--- config.mk ---
export PLATFORM = sky130hd
export DESIGN_NAME = adc8_conv_ctrl
export DESIGN_NICKNAME = d
export VERILOG_FILES = /design/src/rtl/adc8_pkg.sv /design/src/rtl/sync_fall_detect.sv /design/src/rtl/adc8_conv_ctrl.sv
export SDC_FILE = /design/constraint.sdc
export NUM_CORES = 1
export LEC_CHECK = 0
export CAP_MARGIN = 20
export CORE_UTILIZATION = 30
export DETAILED_ROUTE_END_ITERATION = 12
export PLACE_DENSITY = 0.46
export SYNTH_ARGS = -nofsm -noshare
export SYNTH_HDL_FRONTEND = slang
export SYNTH_SLANG_ARGS = --single-unit
export TNS_END_PERCENT = 100
--- constraint.sdc ---
create_clock -name i_CLK -period 2.5 [get_ports i_CLK]
set_input_delay 0.75 -clock i_CLK [delete_from_list [all_inputs] [get_ports i_CLK]]
set_output_delay 0.75 -clock i_CLK [all_outputs]
set_load 0.1 [all_outputs]
--- src/rtl/adc8_pkg.sv ---
// rtl/adc8_pkg.sv - FSM encoding and default timing constants for adc8_conv_ctrl
package adc8_pkg;

    typedef enum logic [1:0] {
        IDLE     = 2'd0,
        START    = 2'd1,
        WAIT_EOC = 2'd2
    } state_t;

    // 100 kHz sample rate from the 100 MHz system clock
    localparam int PERIOD_CYC_100K = 1000;
    localparam int CONVST_CYC_DEF  = 50;
    localparam int TIMEOUT_CYC_DEF = 400;

endpackage

--- src/rtl/sync_fall_detect.sv ---
// rtl/sync_fall_detect.sv - 2-FF synchronizer with one-cycle falling-edge pulse
// Flops reset high so an idle-high input never produces a spurious edge.
module sync_fall_detect (
    input  logic clk,
    input  logic rst_n,
    input  logic din,
    output logic fall
);

    logic meta_q, sync_q, prev_q;
    logic meta_d, sync_d, prev_d;

    always_comb begin
        meta_d = din;
        sync_d = meta_q;
        prev_d = sync_q;
    end

    always_ff @(posedge clk or negedge rst_n) begin
        if (!rst_n) begin
            meta_q <= 1'b1;
            sync_q <= 1'b1;
            prev_q <= 1'b1;
        end else begin
            meta_q <= meta_d;
            sync_q <= sync_d;
            prev_q <= prev_d;
        end
    end

    assign fall = prev_q & ~sync_q;

endmodule

--- src/rtl/adc8_conv_ctrl.sv ---
// rtl/adc8_conv_ctrl.sv - periodic CONVST generator and EOC-driven sample capture for one ADC
// Optional 4-sample moving average when ADC8_AVG_EN is defined.
module adc8_conv_ctrl
    import adc8_pkg::*;
#(
    parameter int N_BIT       = 8,
    parameter int PERIOD_CYC  = PERIOD_CYC_100K,
    parameter int CONVST_CYC  = CONVST_CYC_DEF,
    parameter int TIMEOUT_CYC = TIMEOUT_CYC_DEF
) (
    input  logic             i_CLK,
    input  logic             i_RST,
    input  logic             i_EN,
    input  logic             i_CLR,
    input  logic [N_BIT-1:0] i_ADC_DATA,
    input  logic             i_ADC_EOC,
    output logic             o_ADC_CONVST,
    output logic [N_BIT-1:0] o_DATA,
    output logic             o_VALID,
    output logic             o_BUSY,
    output logic             o_TIMEOUT,
    output logic             o_OVERRUN
);

    localparam int PW = $clog2(PERIOD_CYC);
    localparam int TW = $clog2(TIMEOUT_CYC + 1);
    localparam logic [PW-1:0] PER_LAST = PW'(PERIOD_CYC - 1);
    localparam logic [TW-1:0] CV_LAST  = TW'(CONVST_CYC - 1);
    localparam logic [TW-1:0] TO_LAST  = TW'(TIMEOUT_CYC - 1);

    state_t           state_q, state_d;
    logic [PW-1:0]    per_cnt_q, per_cnt_d;
    logic [TW-1:0]    tmr_q, tmr_d;
    logic             convst_q, convst_d;
    logic             valid_q, valid_d;
    logic             busy_q, busy_d;
    logic             timeout_q, timeout_d;
    logic             overrun_q, overrun_d;
    logic [N_BIT-1:0] data_q, data_d;
    logic             tick, eoc_fall, capture, to_set, ov_set;

    sync_fall_detect u_eoc_sync (
        .clk   (i_CLK),
        .rst_n (i_RST),
        .din   (i_ADC_EOC),
        .fall  (eoc_fall)
    );

    // tmr_q counts from the CONVST rise, so the timeout is measured from there too
    always_comb begin
        tick      = i_EN && (per_cnt_q == '0);
        per_cnt_d = '0;
        if (i_EN) begin
            per_cnt_d = (per_cnt_q == PER_LAST) ? '0 : per_cnt_q + 1'b1;
        end
        state_d  = state_q;
        tmr_d    = tmr_q;
        convst_d = convst_q;
        valid_d  = 1'b0;
        capture  = 1'b0;
        to_set   = 1'b0;
        ov_set   = tick && (state_q != IDLE);
        case (state_q)
            IDLE: begin
                if (tick) begin
                    state_d  = START;
                    convst_d = 1'b1;
                    tmr_d    = '0;
                end
            end
            START: begin
                tmr_d = tmr_q + 1'b1;
                if (tmr_q == CV_LAST) begin
                    state_d  = WAIT_EOC;
                    convst_d = 1'b0;
                end
            end
            WAIT_EOC: begin
                tmr_d = tmr_q + 1'b1;
                if (eoc_fall) begin
                    capture = 1'b1;
                    valid_d = 1'b1;
                    state_d = IDLE;
                end else if (tmr_q == TO_LAST) begin
                    to_set  = 1'b1;
                    state_d = IDLE;
                end
            end
            default: state_d = IDLE;
        endcase
        // disabling abandons the conversion silently
        if (!i_EN) begin
            state_d  = IDLE;
            convst_d = 1'b0;
            valid_d  = 1'b0;
            capture  = 1'b0;
            to_set   = 1'b0;
        end
        busy_d    = (state_d == START) || (state_d == WAIT_EOC);
        timeout_d = to_set | (timeout_q & ~i_CLR);
        overrun_d = ov_set | (overrun_q & ~i_CLR);
    end

`ifdef ADC8_AVG_EN
    logic [N_BIT-1:0] hist_q [4];
    logic [N_BIT-1:0] hist_d [4];
    logic [N_BIT+1:0] sum_q, sum_d;

    // running sum tracks the history exactly because both reset to zero
    always_comb begin
        hist_d = hist_q;
        sum_d  = sum_q;
        data_d = data_q;
        if (capture) begin
            hist_d[0] = i_ADC_DATA;
            for (int i = 1; i < 4; i++) begin
                hist_d[i] = hist_q[i-1];
            end
            sum_d  = sum_q + (N_BIT+2)'(i_ADC_DATA) - (N_BIT+2)'(hist_q[3]);
            data_d = sum_d[N_BIT+1:2];
        end
    end

    always_ff @(posedge i_CLK or negedge i_RST) begin
        if (!i_RST) begin
            hist_q <= '{default: '0};
            sum_q  <= '0;
        end else begin
            hist_q <= hist_d;
            sum_q  <= sum_d;
        end
    end
`else
    always_comb begin
        data_d = data_q;
        if (capture) begin
            data_d = i_ADC_DATA;
        end
    end
`endif

    always_ff @(posedge i_CLK or negedge i_RST) begin
        if (!i_RST) begin
            state_q   <= IDLE;
            per_cnt_q <= '0;
            tmr_q     <= '0;
            convst_q  <= 1'b0;
            valid_q   <= 1'b0;
            busy_q    <= 1'b0;
            timeout_q <= 1'b0;
            overrun_q <= 1'b0;
            data_q    <= '0;
        end else begin
            state_q   <= state_d;
            per_cnt_q <= per_cnt_d;
            tmr_q     <= tmr_d;
            convst_q  <= convst_d;
            valid_q   <= valid_d;
            busy_q    <= busy_d;
            timeout_q <= timeout_d;
            overrun_q <= overrun_d;
            data_q    <= data_d;
        end
    end

    assign o_ADC_CONVST = convst_q;
    assign o_DATA       = data_q;
    assign o_VALID      = valid_q;
    assign o_BUSY       = busy_q;
    assign o_TIMEOUT    = timeout_q;
    assign o_OVERRUN    = overrun_q;

endmodule
==> results.tsv, run 1 <==
stage	metric	value	unit
status	status	finished clean	
synth	ys_seq_area_frac	0.5013	
finish	final_area	2286	um2
power_and_ir_drop	p_sw_frac	0.3186	
clocking	cts_tree	built	
finish	antenna_cells	0	
finish	drive_gt1_frac	0.1747	
synth	synth-seq-cells	37	
timing	min_period	2.201	ns
power_and_ir_drop	power_switching	432.3	uW
floorplan	initial_core_util	0.3113	
timing	tightest_slew	0.6032	ns
finish	nFillCells	598	
synth	syn-cell-area	1854	um2
global_route	antenna_found_initial	0	
critical_path	crit_buf_inv	1	
critical_path	worst_ep_required_time	2.70	ns
timing	finClkSkew	0.004356	ns
global_route	grt_pass1_vias	1422	
timing	post-route-period-util	0.8805	
clocking	ctsHoldBuffers	0	
finish	layout_commonest_cell	nand2_1	
drt	dr.first_iter.drc_count	61	
critical_path	path_max_fanout	4	
finish	final_cell_mix	35 x nand2_1, 34 x dfrtp_1, 22 x nor2_1	
synth	synth_ff_type	dfrtp_1	
critical_path	crit_top_cell	a311oi_2	
critical_path	critPathTopFamily	compound AO/OA/AOI/OAI gates	
placement	dp_hpwl	2804	um
power_and_ir_drop	p_per_area	593.6	nW/um2
synth	synth.distinct_cells	40	
critical_path	critPathLaunchType	flip-flop	
power_and_ir_drop	vdd_drop_max	0.2221	mV
floorplan	die_y	80.62	um
synth	synth_edf_count	0	
drt	wl_per_cell	12.59	um
placement	place_congestion	0.7946	
timing	finalHoldViolCount	0	
drt	drt-vias-per-instance	4.625	
synth	avgSynthCellArea	9.708	um2
power_and_ir_drop	pwr-share-clk	0.314	
critical_path	path_class	flip-flop to flip-flop	
worst_hold_path	hold_class	flip-flop to flip-flop	
power_and_ir_drop	internal_power	924.7	uW
synth	syn-instance-count	191	
clocking	ctsHtreeMaxLevel	2	
power_and_ir_drop	p_leak	0.001064	uW
synth	synthArstFlopShare	1.000	
global_route	grt_use_met2	0.2136	
power_and_ir_drop	power.total	1357	uW
global_route	top_usage_layer	met2	
power_and_ir_drop	power_frac_seq	0.484	
synth	synth_nets	212	
placement	dpl_cell_area	2195	um2
floorplan	rows	28	
clocking	post_cts_buffers	0	
critical_path	critPathCaptureType	flip-flop	
clocking	cts.path.max_buffers	2	
placement	portBuffers	25	
critical_path	max_stage_delay	0.46	ns
timing	whs	0.3601	ns
global_route	gr-usage-all-layers	0.1353	
timing	max_freq	454.3	MHz
clocking	cts.clk_slew.worst_paths	0.08	ns
drt	vias	1406	
clocking	insertion_delay	0.28	ns
finish	syn2layout_area_growth	23.28	%
global_route	grt_max_degree	26	
drt	drtAntennaViolNets	0	
critical_path	critPathSlowestCell	or4b_4	
clocking	cts_buffers	5	
floorplan	die_area	6500	um2
timing	slew_violations	0	
critical_path	path_cells	inv_1 -> ha_1 -> or4b_4 -> o41a_1 -> a311oi_2 -> nor2_1 -> a311oi_2	
critical_path	cp.arrival	2.40	ns
finish	final_nets	249	
floorplan	coreArea	5956	um2
timing	setup_violations	0	
flow_run	maxCapViolations	0	
power_and_ir_drop	share_comb_of_total_power	0.203	
timing	final.setup.tns	0	ns
global_route	use_met3	0.03750	
drt	dr.pass1.iters	4	
drt	route.detailed.drc	0	
clocking	cts_sinks	37	
global_route	grt_overflow_total	0	
global_route	met1_usage	0.1753	
timing	slew_headroom	0.5952	
floorplan	ios	26	
floorplan	die_x	80.62	um
synth	ys_warn_count	0	
clocking	cts_resized	0	
drt	wirelength	3826	um
clocking	clockRootBuffer	clkbuf_8	
global_route	grt_pass1_wl	6637	um
timing	rsz0062_at_grt	no	
kinds of logic (layout without fill, tap and decap cells):
group | after synthesis | count (layout) | share of synthesized area
muxes | 2 | 2 | 0.01080
and+or+nand+nor | 93 | 93 | 0.2422
buffers and inverters | 16 | 54 | 0.04048
DFF | 37 | 37 | 0.5014
adders and majority gates | 8 | 8 | 0.05398
xor gates and xnor gates | 12 | 12 | 0.05668
AOI/OAI and AO/OA | 23 | 23 | 0.09447
per-stage QoR:
step | utilization | std cells | setup WS, ns
after detailed placement | 0.3685 | 296 | 0.2464
after floorplan | - | 191 | 0.4167
after global routing | 0.3838 | 304 | 0.1425
final | 0.3838 | 304 | 0.2988
after global placement | 0.3685 | 296 | 0.2425
after CTS | 0.3838 | 304 | 0.2791
path summary, 6_finish.rpt:
check	from	endpoint	slack (ns)	cells after the start
worst max-delay path	tmr_q[1]	o_BUSY	0.30	7
worst min-delay path	u_eoc_sync.meta_q	u_eoc_sync.prev_d	0.36	0
worst max register to register	tmr_q[1]	o_BUSY	0.30	7
worst min register to register	u_eoc_sync.meta_q	u_eoc_sync.prev_d	0.36	0
max in group asynchronous	i_RST	u_eoc_sync.meta_q	1.44	2
min in group asynchronous	i_RST	o_VALID	0.45	1
cells in the mapped netlist, types with 2 or more instances:
cell type  instances  area share
a311oi_2           2       0.016
and3_1             2      0.0067
and2_1             3       0.010
or3_1              3       0.010
mux2i_1            2       0.011
buf_6              2       0.012
xnor2_1            4       0.019
a21oi_1            6       0.016
nor3_1             3      0.0081
o21ai_0            4       0.011
nand2b_1           2      0.0067
ha_1               8       0.054
inv_1             12       0.024
nand3_1            6       0.016
dfrtp_1           34        0.46
nand2_1           35       0.071
or2_2              2      0.0067
nand4_1            9       0.030
dfstp_2            3       0.043
xor2_1             8       0.038
nor2_1            22       0.045
worst register-to-register path: cells and delay by family (launching register included):
family                   cells  cell delay [ns]
flip-flops                   1             0.41
AND/OR/NAND/NOR              2             0.54
AO/OA/AOI/OAI                3             0.98
adder cells (fa/ha/maj)      1             0.12
buffers and inverters        1             0.06
state kept, by name (all words and copies together), names as in the netlist:
| register | count |
|---|---|
| o_TIMEOUT | 1 |
| per_cnt_q | 10 |
| tmr_q | 9 |
| o_OVERRUN | 1 |
| o_ADC_CONVST | 1 |
| u_eoc_sync.meta_q | 1 |
| o_BUSY | 1 |
| state_q | 2 |
| o_DATA | 8 |
| u_eoc_sync.prev_d | 1 |
| u_eoc_sync.prev_q | 1 |
| o_VALID | 1 |
power by group through the flow:
stage	combinational (uW)	clock (uW)	sequential, uW
4_1_cts	278	450	656
3_5_place_dp	277	0	668
6_report	275	426	656
2_1_floorplan	136	0	726
5_1_grt	307	478	661
3_3_place_gp	280	0	667
routing by layer:
| layer | share of wire | wire length [um] | up-vias |
|---|---|---|---|
| li1 | - | - | 721 |
| met1 | 0.49 | 1867 | 661 |
| met2 | 0.47 | 1806 | 22 |
| met3 | 0.034 | 130 | 2 |
| met4 | 0.0055 | 21 | 0 |
| met5 | 0 | 0 | - |
area by class of cell:
type / count / area, um2 / area share
Multi-Input combinational cell: 138 / 849.6 / 0.3716
Inverter: 13 / 48.80 / 0.02135
Sequential cell: 37 / 929.6 / 0.4067
Tap cell: 75 / 93.84 / 0.04105
Clock inverter: 3 / 22.52 / 0.009852
Timing Repair Buffer: 33 / 272.8 / 0.1193
Clock buffer: 5 / 68.82 / 0.03010
Power figures use the tool's default switching activity.
==> run 2: changes to the inputs <==
CELL_PAD_IN_SITES_DETAIL_PLACEMENT = 1   (was default)
CELL_PAD_IN_SITES_GLOBAL_PLACEMENT = 2   (was default)
PLACE_DENSITY = 0.68   (was 0.46)
==> run 2 against run 1 <==
Compared with the run above: clock power about the same; total power up 0.66%; first-iteration DRC count shrank 38%; non-clock buffer count fell by 3; wire length rose by 9.8%; largest power group unchanged; highest routed layer unchanged.
==> results.tsv, run 2 (synthesized netlist as in run 1, its figures left out) <==
stage	metric	value	unit	change
timing	max_freq	439.4	MHz	was 454.3 MHz
finish	largest_register_ffs	10		unchanged
critical_path	path_max_fanout	4		unchanged
power_and_ir_drop	p_leak	0.001048	uW	was 0.001064 uW
timing	slew_violations	0		unchanged
finish	nFillCells	713		was 598
timing	finClkSkew	0.008514	ns	was 0.004356 ns
timing	min_period	2.276	ns	was 2.201 ns
placement	portBuffers	25		unchanged
global_route	grt_overflow_total	0		unchanged
global_route	gr-usage-all-layers	0.1474		was 0.1353
worst_hold_path	hold_class	flip-flop to flip-flop		unchanged
timing	finalHoldViolCount	0		unchanged
drt	wl_per_cell	13.96	um	was 12.59 um
clocking	cts_resized	0		unchanged
finish	regArea	929.6	um2	unchanged
drt	drtAntennaViolNets	0		unchanged
drt	route.detailed.drc	0		unchanged
drt	dr.pass1.iters	4		unchanged
critical_path	critPathCaptureType	flip-flop		unchanged
floorplan	die_x	80.62	um	unchanged
timing	slew_headroom	0.4625		was 0.5952
status	status	finished clean		unchanged
floorplan	initial_core_util	0.3113		unchanged
clocking	ctsHtreeMaxLevel	2		unchanged
clocking	clockRootBuffer	clkbuf_8		unchanged
finish	antenna_cells	0		unchanged
drt	dr.first_iter.drc_count	38		was 61
global_route	grt_pass1_vias	1540		was 1,422
floorplan	coreArea	5956	um2	unchanged
global_route	grt_max_degree	38		was 26
critical_path	critPathSlowestCell	or4b_4		unchanged
floorplan	die_y	80.62	um	unchanged
drt	vias	1501		was 1,406
critical_path	critPathLaunchType	flip-flop		unchanged
finish	multi_input_area	849.6	um2	unchanged
power_and_ir_drop	power.total	1366	uW	was 1357 uW
clocking	cts.clk_slew.worst_paths	0.07	ns	was 0.08 ns
global_route	grt_use_met2	0.2415		was 0.2136
clocking	cts_buffers	5		unchanged
finish	syn2layout_area_growth	22.00	%	was 23.28%
drt	wirelength	4201	um	was 3826 um
timing	setup_violations	0		unchanged
flow_run	maxCapViolations	0		unchanged
clocking	ctsHoldBuffers	0		unchanged
global_route	use_met3	0.03409		was 0.03750
placement	dp_hpwl	3172	um	was 2804 um
critical_path	worst_ep_required_time	2.70	ns	about the same
critical_path	path_class	flip-flop to flip-flop		unchanged
critical_path	cp.arrival	2.47	ns	was 2.40 ns
critical_path	path_cells	inv_1 -> ha_1 -> or4b_4 -> or3_1 -> a21oi_1 -> o21ai_0 -> a311oi_2		was inv_1 -> ha_1 -> or4b_4 -> o41a_1 -> a311oi_2 -> nor2_1 -> a311oi_2
timing	final.setup.tns	0	ns	unchanged
timing	post-route-period-util	0.9103		was 0.8805
finish	layout_commonest_cell	nand2_1		unchanged
clocking	insertion_delay	0.29	ns	was 0.28 ns
critical_path	critPathTopFamily	simple AND/OR/NAND/NOR gates		was compound AO/OA/AOI/OAI gates
drt	drt-vias-per-instance	4.987		was 4.625
finish	final_nets	246		was 249
clocking	post_cts_buffers	0		unchanged
finish	drive_gt1_frac	0.1549		was 0.1747
critical_path	max_stage_delay	0.46	ns	about the same
global_route	grt_pass1_wl	7272	um	was 6637 um
floorplan	die_area	6500	um2	unchanged
floorplan	ios	26		unchanged
global_route	top_usage_layer	met2		unchanged
timing	tightest_slew	0.8063	ns	was 0.6032 ns
power_and_ir_drop	p_per_area	603.8	nW/um2	was 593.6 nW/um2
floorplan	rows	28		unchanged
timing	rsz0062_at_grt	no		unchanged
finish	final_cell_mix	35 x nand2_1, 34 x dfrtp_1, 22 x nor2_1		unchanged
clocking	cts_sinks	37		unchanged
power_and_ir_drop	vdd_drop_max	0.2454	mV	was 0.2221 mV
critical_path	crit_buf_inv	1		unchanged
clocking	cts_tree	built		unchanged
global_route	met1_usage	0.1896		was 0.1753
placement	place_congestion	0.8276		was 0.7946
global_route	antenna_found_initial	0		unchanged
clocking	cts.path.max_buffers	2		unchanged
finish	top_register	per_cnt_q		unchanged
-- run 2: cell types whose count changed in the layout (fill, tap and decap cells not counted) --
cell      change
clkbuf_8      +1
clkinv_4      -2
clkbuf_1      +2
clkinv_2      -1
buf_4         -3
-- run 2: final timing paths --
path                                   startpoint                end  slack, ns  depth (start not counted)
worst max-delay path                     tmr_q[1]             o_BUSY       0.22                          7
worst max register to register           tmr_q[1]             o_BUSY       0.22                          7
worst min-delay path            u_eoc_sync.meta_q  u_eoc_sync.prev_d       0.36                          0
min in group asynchronous                   i_RST       per_cnt_q[6]       0.55                          1
max in group asynchronous                   i_RST           tmr_q[0]       1.43                          1
worst min register to register  u_eoc_sync.meta_q  u_eoc_sync.prev_d       0.36                          0
-- run 2: metrics by stage --
| step | worst slack [ns] | instance area [um2] | hold slack [ns] | cells | utilization |
|---|---|---|---|---|---|
| after floorplan | 0.4167 | 1854 | 0.3452 | 191 | - |
| after global routing | 0.1137 | 2262 | 0.3745 | 301 | 0.3798 |
| after CTS | 0.2145 | 2262 | 0.3612 | 301 | 0.3798 |
| final | 0.2243 | 2262 | 0.3579 | 301 | 0.3798 |
| after global placement | 0.1637 | 2172 | 0.3456 | 293 | 0.3647 |
| after detailed placement | 0.1102 | 2172 | 0.3517 | 293 | 0.3647 |
-- run 2: layout make-up --
| class | count | share of cell area |
|---|---|---|
| flip-flops and latches | 37 | 0.4110 |
| multi-input cells | 138 | 0.3756 |
| repair buffers | 30 | 0.1106 |
| well taps | 75 | 0.04148 |
| clock buffers | 8 | 0.03982 |
| inverters | 13 | 0.02157 |
-- run 2: per-layer routing --
layer	up-vias	part of all wire
met5	-	0
met4	0	0.0088
met3	4	0.035
met2	23	0.49
met1	755	0.46
li1	719	-
-- run 2: power by group --
group	switching, uW	internal [uW]	total [uW]	leakage (uW)
combinational	185	96.7	281	0.000503
sequential	25.9	630	656	0.000499
clock	203	225	428	0.0000455
==> run 3: changes to the inputs <==
PLACE_DENSITY = 0.71   (was 0.68)
clock period = 2 ns   (was 2.5 ns; I/O delays follow)
==> run 3 against run 2 <==
Compared with the run above: the flow now finishes with violations (setup timing); design area grew 15%; count of clock-buffer cells in the layout fell by 3; clock power rose by 30%; total power is 35% higher; clock skew about the same; critical path type unchanged.
==> results.tsv, run 3 (synthesized netlist as in run 1, its figures left out) <==
stage	metric	value	unit	change
global_route	grt_overflow_total	0		unchanged
clocking	cts_buffers	5		unchanged
timing	min_period	2.121	ns	was 2.276 ns
floorplan	coreArea	5956	um2	unchanged
timing	worst_slack	-0.1206	ns	was 0.2243 ns
finish	syn2layout_area_growth	39.88	%	was 22.00%
clocking	cts.clk_slew.worst_paths	0.08	ns	was 0.07 ns
drt	wl_per_cell	14.06	um	was 13.96 um
clocking	cts_sinks	37		unchanged
worst_hold_path	hold_class	primary input to asynchronous set/reset pin		was flip-flop to flip-flop
critical_path	path_cells	inv_1 -> ha_1 -> or4b_4 -> o41a_1 -> a311oi_2 -> nor2_1 -> a311oi_2		was inv_1 -> ha_1 -> or4b_4 -> or3_1 -> a21oi_1 -> o21ai_0 -> a311oi_2
drt	wirelength	4484	um	was 4201 um
drt	top_layer	met4		unchanged
drt	wl_met3	135	um	was 146 um
global_route	antenna_found_initial	0		unchanged
power_and_ir_drop	p_per_area	711.2	nW/um2	was 603.8 nW/um2
drt	dr.pass1.iters	4		unchanged
floorplan	die_area	6500	um2	unchanged
timing	finClkSkew	0.008820	ns	was 0.008514 ns
placement	place_congestion	0.8229		was 0.8276
flow_run	maxCapViolations	0		unchanged
timing	tightest_slew	0.6027	ns	was 0.8063 ns
critical_path	critPathCaptureType	flip-flop		unchanged
drt	vias	1540		was 1,501
clocking	clockRootBuffer	clkbuf_8		unchanged
power_and_ir_drop	power.total	1845	uW	was 1366 uW
global_route	grt_pass1_wl	7672	um	was 7272 um
clocking	insertion_delay	0.30	ns	was 0.29 ns
drt	wirelength_met1	1952	um	was 1946 um
timing	slew_violations	0		unchanged
finish	final_core_util	0.4355		was 0.3798
floorplan	initial_core_util	0.3113		unchanged
finish	layout_commonest_cell	nand2_1		unchanged
timing	finalHoldViolCount	0		unchanged
drt	route.met2.wl	2324	um	was 2071 um
clocking	ctsHoldBuffers	0		unchanged
global_route	gr-usage-all-layers	0.1554		was 0.1474
critical_path	critPathSlowestCell	or4b_4		unchanged
drt	dr.first_iter.drc_count	26		was 38
finish	antenna_cells	0		unchanged
drt	drtAntennaViolNets	0		unchanged
critical_path	path_class	flip-flop to flip-flop		unchanged
finish	final_nets	264		was 246
floorplan	die_y	80.62	um	unchanged
finish	top_register	per_cnt_q		unchanged
finish	final_cell_mix	35 x nand2_1, 34 x dfrtp_1, 23 x buf_4		was 35 x nand2_1, 34 x dfrtp_1, 22 x nor2_1
critical_path	critPathLaunchType	flip-flop		unchanged
timing	post-route-period-util	1.060		was 0.9103
clocking	cts_tree	built		unchanged
placement	dp_hpwl	3364	um	was 3172 um
timing	max_freq	471.6	MHz	was 439.4 MHz
timing	final.setup.tns	-0.1206	ns	was 0 ns
power_and_ir_drop	vdd_drop_max	0.4322	mV	was 0.2454 mV
critical_path	cp.arrival	2.33	ns	was 2.47 ns
global_route	grt_pass1_vias	1644		was 1,540
status	violations	setup timing		
critical_path	max_stage_delay	0.46	ns	about the same
finish	drive_gt1_frac	0.2459		was 0.1549
power_and_ir_drop	p_leak	0.001177	uW	was 0.001048 uW
timing	slew_headroom	0.5955		was 0.4625
drt	route.detailed.drc	0		unchanged
floorplan	rows	28		unchanged
status	status	finished, violations left		was finished clean
critical_path	crit_top_cell	a311oi_2		
global_route	grt_max_degree	38		unchanged
placement	portBuffers	25		unchanged
critical_path	path_max_fanout	3		was 4
timing	rsz0062_at_grt	yes		was no
clocking	cts.path.max_buffers	2		unchanged
clocking	ctsHtreeMaxLevel	2		unchanged
drt	drt-vias-per-instance	4.828		was 4.987
timing	setup_violations	1		was 0
floorplan	die_x	80.62	um	unchanged
floorplan	ios	26		unchanged
finish	largest_register_ffs	10		unchanged
critical_path	worst_ep_required_time	2.21	ns	was 2.70 ns
[run 3: power breakdown]
part | leakage, uW | switching, uW | internal [uW] | total (uW)
Combinational | 0.000633 | 261 | 209 | 470
Sequential | 0.000499 | 31.1 | 787 | 819
Clock | 0.0000447 | 305 | 252 | 556
Total | 0.00118 | 597 | 1250 | 1840
[run 3: per-stage QoR]
| stage | hold WS (ns) | std cells | setup WS (ns) | cell area (um2) |
|---|---|---|---|---|
| 2_1_floorplan | 0.3044 | 191 | 0.004916 | 1863 |
| 3_3_place_gp | 0.3468 | 310 | -0.06510 | 2471 |
| 3_5_place_dp | 0.3498 | 310 | -0.1772 | 2471 |
| 4_1_cts | 0.3510 | 318 | -0.1531 | 2575 |
| 5_1_grt | 0.3609 | 319 | -0.2428 | 2594 |
| 6_report | 0.3356 | 319 | -0.1206 | 2594 |
[run 3: worst max-delay path: cells and delay by family, from the launching register on]
kind | cells | cell delay (ns)
and+or+nand+nor | 2 | 0.54
adders and majority gates | 1 | 0.15
AOI/OAI and AO/OA | 3 | 0.87
buffers and inverters | 1 | 0.07
DFF | 1 | 0.39
[run 3: final cells by class]
type	instances	area (um2)
clock buffers	5	68.82
fillers	684	3362
well taps	75	93.84
flip-flops and latches	37	929.6
clock inverters	3	25.02
multi-input cells	138	879.6
repair buffers	48	548.0
inverters	13	48.80
[run 3: what timing repair did]
item                       CTS  global route
setup buffers                0             1
gates resized for setup      1             3
setup endpoints to repair    1            12
pin swaps                    1             1
[run 3: final timing paths]
kind                                    from           endpoint  slack [ns]  cells after the start
min in group i_CLK         u_eoc_sync.meta_q  u_eoc_sync.prev_d        0.36                      0
max                                 tmr_q[1]             o_BUSY       -0.12                      7
min                                    i_RST       per_cnt_q[8]        0.34                      2
max reg2reg                         tmr_q[1]             o_BUSY       -0.12                      7
min reg2reg                u_eoc_sync.meta_q  u_eoc_sync.prev_d        0.36                      0
max in group asynchronous              i_RST  u_eoc_sync.meta_q        1.30                      2
[run 3: routing by layer]
metal | GRT usage | up-vias
li1 | - | 753
met1 | 0.1827 | 760
met2 | 0.2712 | 20
met3 | 0.03636 | 7
met4 | 0.05893 | 0
met5 | 0 | -
